--- config.mk ---
export PLATFORM = sky130hd
export DESIGN_NAME = spm_seq_ctrl
export DESIGN_NICKNAME = d
export VERILOG_FILES = /design/src/rtl/spm_seq_ctrl.sv
export SDC_FILE = /design/constraint.sdc
export NUM_CORES = 1
export LEC_CHECK = 0
export CAP_MARGIN = 20
export CORE_MARGIN = 4
export CORE_UTILIZATION = 46
export CTS_CLUSTER_SIZE = 28
export DETAILED_ROUTE_END_ITERATION = 10
export PLACE_DENSITY_LB_ADDON = 0.3
export SYNTH_ARGS = -nofsm -noshare
export SYNTH_HDL_FRONTEND = slang
export SYNTH_SLANG_ARGS = --single-unit
export TNS_END_PERCENT = 20
--- constraint.sdc ---
create_clock -name clk -period 1.91 [get_ports clk]
set_input_delay 0.573 -clock clk [delete_from_list [all_inputs] [get_ports clk]]
set_output_delay 0.573 -clock clk [all_outputs]
set_load 0.05 [all_outputs]
--- src/rtl/spm_seq_ctrl.sv ---
// spm_seq_ctrl: loads an operand pair, clears the spm array, streams the multiplier LSB-first and collects the product
module spm_seq_ctrl #(
  parameter int WIDTH    = 32,
  parameter int PIPE_LAT = 1
) (
  input  logic                 clk,
  input  logic                 rst,
  input  logic                 in_valid,
  output logic                 in_ready,
  input  logic [WIDTH-1:0]     a_in,
  input  logic [WIDTH-1:0]     b_in,
  output logic                 out_valid,
  input  logic                 out_ready,
  output logic [2*WIDTH-1:0]   product,
  output logic [WIDTH-1:0]     spm_x,
  output logic                 spm_y,
  output logic                 spm_clr,
  input  logic                 spm_p
);
  localparam int N  = 2*WIDTH + PIPE_LAT;
  localparam int CW = $clog2(N + 1);
  typedef enum logic [1:0] {IDLE, CLEAR, RUN, DONE} state_t;
  state_t             state_q, state_d;
  logic [CW-1:0]      cnt_q, cnt_d, rel;
  logic [WIDTH-1:0]   x_q, x_d, b_sh_q, b_sh_d;
  logic [2*WIDTH-1:0] prod_q, prod_d;
  logic               accept, last, cap;
  always_comb begin
    accept  = state_q == IDLE && in_valid;
    last    = cnt_q == CW'(N - 1);
    rel     = cnt_q - CW'(PIPE_LAT);
    cap     = state_q == RUN && rel < CW'(2*WIDTH);
    state_d = state_q == IDLE  ? (in_valid ? CLEAR : IDLE) :
              state_q == CLEAR ? RUN :
              state_q == RUN   ? (last ? DONE : RUN) :
                                 (out_ready ? IDLE : DONE);
    cnt_d   = state_q == RUN ? cnt_q + 1'b1 : '0;
    x_d     = accept ? a_in : x_q;
    b_sh_d  = accept ? b_in : state_q == RUN ? b_sh_q >> 1 : b_sh_q;
    prod_d  = accept ? '0 : cap ? {spm_p, prod_q[2*WIDTH-1:1]} : prod_q;
  end
  always_ff @(posedge clk) begin
    if (rst) begin
      state_q <= IDLE;
      cnt_q   <= '0;
      x_q     <= '0;
      b_sh_q  <= '0;
      prod_q  <= '0;
    end else begin
      state_q <= state_d;
      cnt_q   <= cnt_d;
      x_q     <= x_d;
      b_sh_q  <= b_sh_d;
      prod_q  <= prod_d;
    end
  end
  assign in_ready  = state_q == IDLE;
  assign out_valid = state_q == DONE && !rst;
  assign spm_clr   = state_q == CLEAR || rst;
  assign spm_y     = !rst && state_q == RUN && cnt_q < CW'(WIDTH) && b_sh_q[0];
  assign spm_x     = x_q;
  assign product   = prod_q;
endmodule
==> results.txt <==
Sink Count - 137
WP data arrival - 1.57 ns
Clk Latency, worst-skew pair - 0.52 ns
Die X - 114 um
Reg-to-reg endpoint - product[11]
Slew HR - 68.3%
# diodes - 0
P_sw - 1.69 mW
FP Rows - 38
Fill cells - 869
Total CTS buffers - 17
Maximum buffer depth of the clock tree - 2
Max Freq - 467 MHz
First-pass GRT wire length - 20200 um
Int Power - 4.96 mW
Final design utilization - 67.0%
Ys Warns - 0
Leading cell type in the layout, fill and taps excluded - nand2_1
Post-synthesis sequential area ratio - 53.5%
Hold Fails Final Rpt - 0
Synth top area share - 53.5%
Commonest non-fill, non-tap cells in the layout - 163 x nand2_1, 135 x dfxtp_1, 116 x buf_4
Slew Limit Fails - 0
Syn avg cell area - 9.42 sq um
Tot GR Track Use - 19.4%
Final ANT Viol Nets - 0
TritonRoute pass-1 iters - 5
Finish-stage setup viols - 3
Initial Util - 47.0%
Final period util - 112%
GPL Wtd Cong - 0.780
Layout net count - 787
Hold depth - 2
Die Height - 114 um
Core Area - 0.0109 sq mm
Leading area contributor after synthesis - dfxtp_1
Yosys cell types - 26
Unrepaired setup endpoints after global routing - yes
Req. time, crit path - 1.34 ns
Clk_skew - 0.00733 ns
Failing checks - negative setup slack
Vias per std cell - 4.98
Sw frac - 25.5%
Number of synthesized flops with an enable pin - 0
RR Startpoint - cnt_q[2]
Iter 0 DRT Violations - 294
Clock power frac - 42.1%
H-tree depth - 4
Place WS - -0.170 ns
Worst min path class - reg2reg
Vias in the first global route - 4282
Synth top area cells - dfxtp_1 54%, mux2i_1 13%, nand2_1 12%
Setup TNS - -0.350 ns
Flop2flop setup slack - 0.18 ns
Synth Net Count - 616
Hold_sp - spm_x[29]
Root buffer cell - clkbuf_8
Drt wl/cell - 14.3 um
Max VDD drop - 596 uV
HPWL after detailed placement - 8950 um
Area growth syn-to-layout - 42.4%
Die ar. - 0.0129 sq mm
Synth Instances - 544
CP Max Fanout - 2
Combinational cell fraction of total power - 12.5%
Num ports - 169
Reg power frac - 45.3%
Total length of routed wires - 12400 um
Status - finished with violations
Final critical-path required period - 2.14 ns
Worst-Margin Slew - 0.475 ns
Ys flop type - dfxtp_1
Critical path endpoint category - output port
Async set-reset flop share out of synthesis - 0%
Clock-pin slew on the worst setup and hold paths - 0.06 ns
Initial antenna violation count - 0
Hold EP - spm_x[29]
FF+latch count, synth - 137
IO Port Bufs - 168
WS Path Type - reg2out
CTS tree - yes
Leakage - 3.35 nW
Remaining DRCs - 0
Share of layout cells above drive strength 1 - 22.8%
Max-Cap Viols - 0
Pwr dens - 912 mW/mm^2
Largest net degree at the start of global routing - 52
GRT overflow - 0
Synthesized area - 0.00512 sq mm
Post-route setup slack - -0.232 ns
Worst Reg-to-Reg Cells - 5
Via count - 4326
Critical Path Start Type - flop
[cell usage after synthesis (2+ instances only)]
master and instances:
buf_12 7, nand2_1 163, and3_1 2, a21o_1 2, clkbuf_1 21, xor2_1 4
mux2i_1 64, ha_1 3, buf_2 11, nand3_1 5, a21oi_1 66, nor2_1 11
dfxtp_1 137, a22oi_1 31, nand2b_1 3, inv_1 4
[how the worst max path moves through the flow]
stage / start / slack [ns] / end
floorplan: rst / -0.28 / spm_y
global placement: in_valid / -0.1 / b_sh_q[9]
detailed placement: in_valid / -0.17 / b_sh_q[11]
CTS: state_q[1] / -0.26 / spm_y
global route: state_q[1] / -0.31 / spm_y
finish: state_q[1] / -0.23 / spm_y
[cell families after synthesis]
logic type | Yosys count | synth area share [%]
buffers and inverters | 44 | 5.79
and+or+nand+nor | 191 | 15.1
xor gates and xnor gates | 5 | 0.855
muxes | 64 | 12.5
adders and majority gates | 3 | 0.733
AOI/OAI and AO/OA | 100 | 11.5
DFF | 137 | 53.5
[routing by layer]
layer  part of all wire (%)  GRT usage [%]
met5                      0              0
met4                    1.1           6.25
met3                    8.1           7.32
met2                     48           31.6
met1                     43           23.8
[state kept, by name (all words and copies together), names as in the netlist]
name	cells
b_sh_q	32
cnt_q	7
product	64
spm_x	32
state_q	2
[metrics by stage]
stage / hold slack [ns] / cell area (sq um) / total power, mW / cells
after global routing: 0.477 / 7290 / 6.91 / 868
after CTS: 0.455 / 7290 / 6.70 / 868
after floorplan: 0.437 / 5160 / 3.55 / 544
final: 0.455 / 7290 / 6.65 / 868
after global placement: 0.443 / 6760 / 3.88 / 834
after detailed placement: 0.447 / 6760 / 3.90 / 834
[critical path, stage by stage (launching register included)]
cell and delay, ns:
dfxtp_2 0.33, nor2b_4 0.17, nand2b_4 0.07, nor4b_4 0.29
buf_12 0.18
[power by group through the flow]
| stage | Clock (mW) | Sequential, mW | Combinational (mW) |
|---|---|---|---|
| after global routing | 2.98 | 3.03 | 0.899 |
| after CTS | 2.85 | 3.02 | 0.837 |
| after floorplan | 0 | 3.23 | 0.322 |
| after global placement | 0 | 3.07 | 0.807 |
| after detailed placement | 0 | 3.07 | 0.825 |
| final | 2.80 | 3.02 | 0.833 |
[area by class of cell]
cell class	instances	area, sq um	area share, %
inverters	4	15.0	0.206
multi-input cells	363	2150	29.4
well taps	140	175	2.40
clock buffers	23	457	6.26
clock inverters	9	50.0	0.686
flip-flops and latches	137	2750	37.6
repair buffers	192	1710	23.4
[what timing repair did]
| action | in CTS | in global routing |
|---|---|---|
| pin swaps | 1 | 0 |
| buffers inserted | 2 | 0 |
| gates cloned | 0 | 0 |
| gates resized for setup | 6 | 0 |
| endpoints found under the setup margin | 4 | 4 |
| hold buffers | 0 | 0 |
(Power assumes the default switching activity.)
